### config.mk
export PLATFORM = sky130hd
export DESIGN_NAME = seq_div
export DESIGN_NICKNAME = d
export VERILOG_FILES = /design/src/rtl/seq_arith_pkg.sv /design/src/rtl/div_step.sv /design/src/rtl/seq_div.sv
export SDC_FILE = /design/constraint.sdc
export NUM_CORES = 1
export LEC_CHECK = 0
export ABC_AREA = 0
export BUFFER_PORTS_ARGS = -buffer_cell sky130_fd_sc_hd__buf_2
export CORE_MARGIN = 2
export CORE_UTILIZATION = 60
export DETAILED_ROUTE_END_ITERATION = 6
export PLACE_DENSITY = 0.81
export SYNTH_ARGS = -nofsm -noshare
export SYNTH_HDL_FRONTEND = slang
export SYNTH_SLANG_ARGS = --single-unit
### constraint.sdc
create_clock -name clk -period 3.2 [get_ports clk]
set_clock_uncertainty 0.2 [all_clocks]
set_input_delay 0.32 -clock clk [delete_from_list [all_inputs] [get_ports clk]]
set_output_delay 0.32 -clock clk [all_outputs]
set_load 0.01 [all_outputs]
### src/rtl/seq_arith_pkg.sv
// Shared definitions for the sequential arithmetic units (divider, multiplier).
// Holds the FSM state enumeration and the default operand width.
package seq_arith_pkg;

  // Default operand/result width in bits.
  localparam int unsigned DEF_W = 8;

  // Sequencer states shared by the iterative arithmetic blocks.
  typedef enum logic [1:0] {
    IDLE = 2'd0,
    CALC = 2'd1,
    FIX  = 2'd2,
    DONE = 2'd3
  } state_t;

endpackage

### src/rtl/div_step.sv
// One restoring-division step (purely combinational).
// Ports:
//   rem_in  - current (N+1)-bit partial remainder
//   dbit    - next dividend bit, MSB first
//   bmag    - divisor magnitude |b|
//   rem_out - partial remainder after this step
//   qbit    - quotient bit produced by this step
module div_step
  import seq_arith_pkg::*;
#(
  parameter int unsigned N = DEF_W
) (
  input  logic [N:0]   rem_in,
  input  logic         dbit,
  input  logic [N-1:0] bmag,
  output logic [N:0]   rem_out,
  output logic         qbit
);

  logic [N+1:0] shifted;
  logic [N+1:0] diff;

  // Shift in the dividend bit, trial-subtract |b|, restore when negative.
  always_comb begin
    shifted = {rem_in, dbit};
    diff    = shifted - {2'b00, bmag};
    qbit    = ~diff[N+1];
    rem_out = qbit ? diff[N:0] : shifted[N:0];
  end

endmodule

### src/rtl/seq_div.sv
// Sequential signed divider: N restoring steps, one per cycle, truncating
// toward zero with the remainder taking the dividend's sign.
// Ports:
//   clk, rst       - clock, asynchronous active-low reset
//   start, a, b    - request pulse with signed dividend/divisor (sampled in IDLE)
//   q, r           - registered signed quotient / remainder
//   dz, ovf        - divide-by-zero and -2^(N-1)/-1 overflow flags
//   valid, busy    - one-cycle result pulse, operation-in-progress flag
module seq_div
  import seq_arith_pkg::*;
#(
  parameter int unsigned N = DEF_W
) (
  input  logic         clk,
  input  logic         rst,
  input  logic         start,
  input  logic [N-1:0] a,
  input  logic [N-1:0] b,
  output logic [N-1:0] q,
  output logic [N-1:0] r,
  output logic         valid,
  output logic         busy,
  output logic         dz,
  output logic         ovf
);

  localparam int unsigned CW    = $clog2(N);
  localparam logic [N-1:0] MIN_V = {1'b1, {(N-1){1'b0}}};
  localparam logic [N-1:0] ONE_V = N'(1);

  state_t state, state_n;

  logic [CW-1:0] cnt;
  logic [N-1:0]  a_cap;
  logic [N-1:0]  dvd;
  logic [N-1:0]  bmag;
  logic [N-1:0]  quo;
  logic [N:0]    rem;
  logic [N:0]    rem_nx;
  logic          qbit;
  logic          sa, sb;

  div_step #(.N(N)) u_step (
    .rem_in (rem),
    .dbit   (dvd[N-1]),
    .bmag   (bmag),
    .rem_out(rem_nx),
    .qbit   (qbit)
  );

  // State register.
  always_ff @(posedge clk or negedge rst) begin
    if (!rst) state <= IDLE;
    else      state <= state_n;
  end

  // Next-state logic.
  always_comb begin
    state_n = state;
    case (state)
      IDLE:    if (start) state_n = CALC;
      CALC:    if (cnt == CW'(N - 1)) state_n = FIX;
      FIX:     state_n = DONE;
      DONE:    state_n = IDLE;
      default: state_n = IDLE;
    endcase
  end

  // Datapath and registered outputs. busy/valid are registered from the
  // state, so they trail it by one cycle: valid lands N+2 edges after start.
  always_ff @(posedge clk or negedge rst) begin
    if (!rst) begin
      cnt   <= '0;
      a_cap <= '0;
      dvd   <= '0;
      bmag  <= '0;
      quo   <= '0;
      rem   <= '0;
      sa    <= 1'b0;
      sb    <= 1'b0;
      q     <= '0;
      r     <= '0;
      dz    <= 1'b0;
      ovf   <= 1'b0;
      valid <= 1'b0;
      busy  <= 1'b0;
    end else begin
      valid <= (state == DONE);
      busy  <= (state == CALC) || (state == FIX);
      case (state)
        IDLE: begin
          if (start) begin
            a_cap <= a;
            sa    <= a[N-1];
            sb    <= b[N-1];
            // Unsigned magnitude keeps 2^(N-1) intact for the most negative value.
            dvd   <= a[N-1] ? N'(-a) : a;
            bmag  <= b[N-1] ? N'(-b) : b;
            cnt   <= '0;
            rem   <= '0;
            quo   <= '0;
          end
        end
        CALC: begin
          rem <= rem_nx;
          quo <= {quo[N-2:0], qbit};
          dvd <= {dvd[N-2:0], 1'b0};
          cnt <= cnt + CW'(1);
        end
        FIX: begin
          if (bmag == '0) begin
            q   <= '1;
            r   <= a_cap;
            dz  <= 1'b1;
            ovf <= 1'b0;
          end else begin
            // Overflow case needs no special datapath: 2^(N-1) wraps to MIN_V.
            q   <= (sa ^ sb) ? N'(-quo) : quo;
            r   <= sa ? N'(-rem[N-1:0]) : rem[N-1:0];
            dz  <= 1'b0;
            ovf <= sa & sb & (a_cap == MIN_V) & (bmag == ONE_V);
          end
        end
        default: ;
      endcase
    end
  end

endmodule

==> reports/metrics.cfg <==
[finish]
fin_util_pct=70.50
ff_latch_area_um2=1677
fin_nets=465
fin_cells=506
fillCellCount=490
antenna_cells=0
multi_input_area_um2=1881
mostFrequentLayoutCell=dfrtp_1
synthToLayoutAreaGrowth_pct=12.84
final_cell_mix=dfrtp_1, nand2_1, buf_2
drive_above_1_share_pct=18.56

[synthesis]
synth_nets=428
synth-async-reset-ratio_pct=100.0
ys_ff_latch=67
yosysWarnings=0
syn-instance-count=389
synthSimpleGateAreaFrac_pct=13.55
synthMuxAreaShare_pct=7.599
synth_compound_gate_area_share_pct=15.57
netlist.area_leader.share_pct=45.06
synth_top_family_by_area=compound AO/OA/AOI/OAI gates
yosys.area_share.adder_pct=6.927
synth_flop_cell=dfrtp_1
synth_top_area_cell=dfrtp_1
synth_cell_types=48
synth.avg_cell_area_um2=9.566
synth_area_leaders=dfrtp_1, ha_1, o21ai_0, nand2_1, mux2_2
yosysSeqAreaShare_pct=45.06
netlist_area_um2=3721
synth_edf_count=0
synth_xor_area_share_pct=6.792

[sta]
post-route-period-util_pct=81.11
finalHoldViolCount=46
rsz0062_at_grt=no
relSlewSlack_pct=26.27
setup_tns_ns=0
drv_slew=0
worstMarginPinSlew_ns=1.106
max_freq_ghz=0.3853
finalSetupViolations=0
period_needed_ns=2.595
whs_ns=-0.02983

[power_and_ir_drop]
ir_drop_uv=535.3
p_switching_mw=2.063
swShare_pct=43.08
power.density_nw_per_um2=1140
seqPwrFrac_pct=32.5
pwr-share-comb_pct=52.1
p_int_mw=2.725
p_leak_nw=2.015
clockPowerShare_pct=15.4

[floorplan]
die_h_um=82.75
ios=39
row_count=28
die_w_um=82.75
initial_core_util_pct=62.48
core-area_um2=5956
dieArea_um2=6848

[critical_path]
crit_top_cell=inv_1
worstRegToRegCells=10
path_cells=inv_1 -> ha_1 -> inv_1 -> fa_1 -> a21oi_1 -> o2bb2ai_1 -> or4_1 -> o21ai_0 -> a31oi_1 -> o311ai_0
r2r_start=dvd[7]$_DFFE_PN0P_
reg2reg_slack_ns=0.60
worstSetupEndpointType=flop
r2r_end=rem[8]$_DFFE_PN0P_
max_stage_delay_ns=0.41
critical_path_class=flop to flop
crit_slowest_cell=fa_1
cp-start-kind=flop
critical_path.max_fanout=3
critPathArrivalTime_ns=2.62
crit_family=compound AO/OA/AOI/OAI gates
critical_path_buf_inv_count=2
cp.required_ns=3.23

[placed_design]
dpl.hpwl_mm=5.717
gp_congestion=0.8131
io_buffers=38
dp_cells=490

[cts]
clock_latency_ns=0.34
clock_sinks=67
ctsHtreeMaxLevel=3
cts_hold_buf=0
cts_setup_buffers=0
cts_tree=done
cts.clk_slew.worst_paths_ns=0.07
cts-root-buf=clkbuf_8
numCtsBuffers=9
cts.path.max_buffers=2
cts_resized=0

[job]
maxCapViolCount=0

[drt]
via_per_inst=5.891
routedWlPerCell_um=15.76
routed_wl_mm=7.975
drt-initial-drc-count=240
route.detailed.drc=0
ant_nets=0
dr_total_vias=2981
dr.pass1.iters=6

[global_routing]
antenna_found_initial=0
track_usage_pct=25.38
grt.overflow.total=0
grt_pass1_vias=2760
grt_max_degree=49
grt_pass1_wl_mm=13.04

[min_path]
hold_path_class=input port to asynchronous set/reset pin

[run_status]
violations=hold timing
outcome=complete, but fails checks

## flip-flops by register name (all words and copies together), names as in the netlist, 2 cells and up
signal,flops
bmag,8
cnt,3
a_cap,8
dvd,8
quo,8
q,8
rem,9
state,2
r,8
## cell families (layout without fill, tap and decap cells)
group                    after synthesis  after routing
buffers and inverters                 44             86
adder cells (fa/ha/maj)               20             20
multiplexers                          26             26
AO/OA/AOI/OAI                         92             92
flip-flops                            67             67
AND/OR/NAND/NOR                      112            112
XOR/XNOR                              28             28
## routing by layer
metal  GRT usage, %  part of all wire [%]
met5              0                     0
met4          11.48                   2.8
met3          4.022                   5.1
met2          39.92                    46
met1          34.71                    46
## worst register-to-register path: cells and delay by family (launching register included)
kind,cells,cell delay [ns]
AO/OA/AOI/OAI,5,0.76
adder cells (fa/ha/maj),2,0.59
buffers and inverters,2,0.16
flip-flops,1,0.37
AND/OR/NAND/NOR,1,0.39
## power groups by stage
stage	combinational [mW]	clock, mW	sequential [mW]
finish	2.50	0.736	1.56
global route	2.79	0.784	1.61
CTS	2.49	0.747	1.55
detailed placement	2.48	0	1.57
global placement	2.38	0	1.54
floorplan	1.84	0	1.53
## metrics by stage
stage	setup slack, ns	hold slack [ns]	power, mW	area (um2)
floorplan	0.9849	-0.1756	3.367	3721
global route	0.3576	0.06248	5.181	4199
detailed placement	0.6467	0.2792	4.042	3988
global placement	0.7346	0.2621	3.918	3988
finish	0.6046	-0.02983	4.788	4199
CTS	0.6531	0.004464	4.791	4199
## worst max-delay path by stage
| stage | from | to | slack, ns | cells after the start |
|---|---|---|---|---|
| 2_1_floorplan | dvd[7]$_DFFE_PN0P_ | rem[8]$_DFFE_PN0P_ | 0.98 | 10 |
| 3_3_place_gp | rem[1]$_DFFE_PN0P_ | rem[0]$_DFFE_PN0P_ | 0.73 | 7 |
| 3_5_place_dp | dvd[7]$_DFFE_PN0P_ | rem[8]$_DFFE_PN0P_ | 0.65 | 10 |
| 4_1_cts | dvd[7]$_DFFE_PN0P_ | rem[8]$_DFFE_PN0P_ | 0.65 | 10 |
| 5_1_grt | rem[2]$_DFFE_PN0P_ | rem[7]$_DFFE_PN0P_ | 0.36 | 7 |
| 6_report | dvd[7]$_DFFE_PN0P_ | rem[8]$_DFFE_PN0P_ | 0.60 | 10 |
## cells in the mapped netlist (8+ instances only)
master	instances
xnor2_1	11
clkbuf_1	17
o21ai_0	35
a31oi_1	9
dfrtp_1	67
xor2_1	16
nor2_1	31
a22o_1	8
nand2_1	46
inv_1	25
mux2_2	14
a21oi_1	14
mux2i_1	11
ha_1	19
## cell type report
cell class,count,area share [%]
Clock buffer,11,3.605
Timing Repair Buffer,45,5.781
Sequential cell,67,39.93
Multi-Input combinational cell,278,44.79
Tap cell,75,2.235
Inverter,25,2.235
Clock inverter,5,1.430
(Power assumes the default switching activity.)
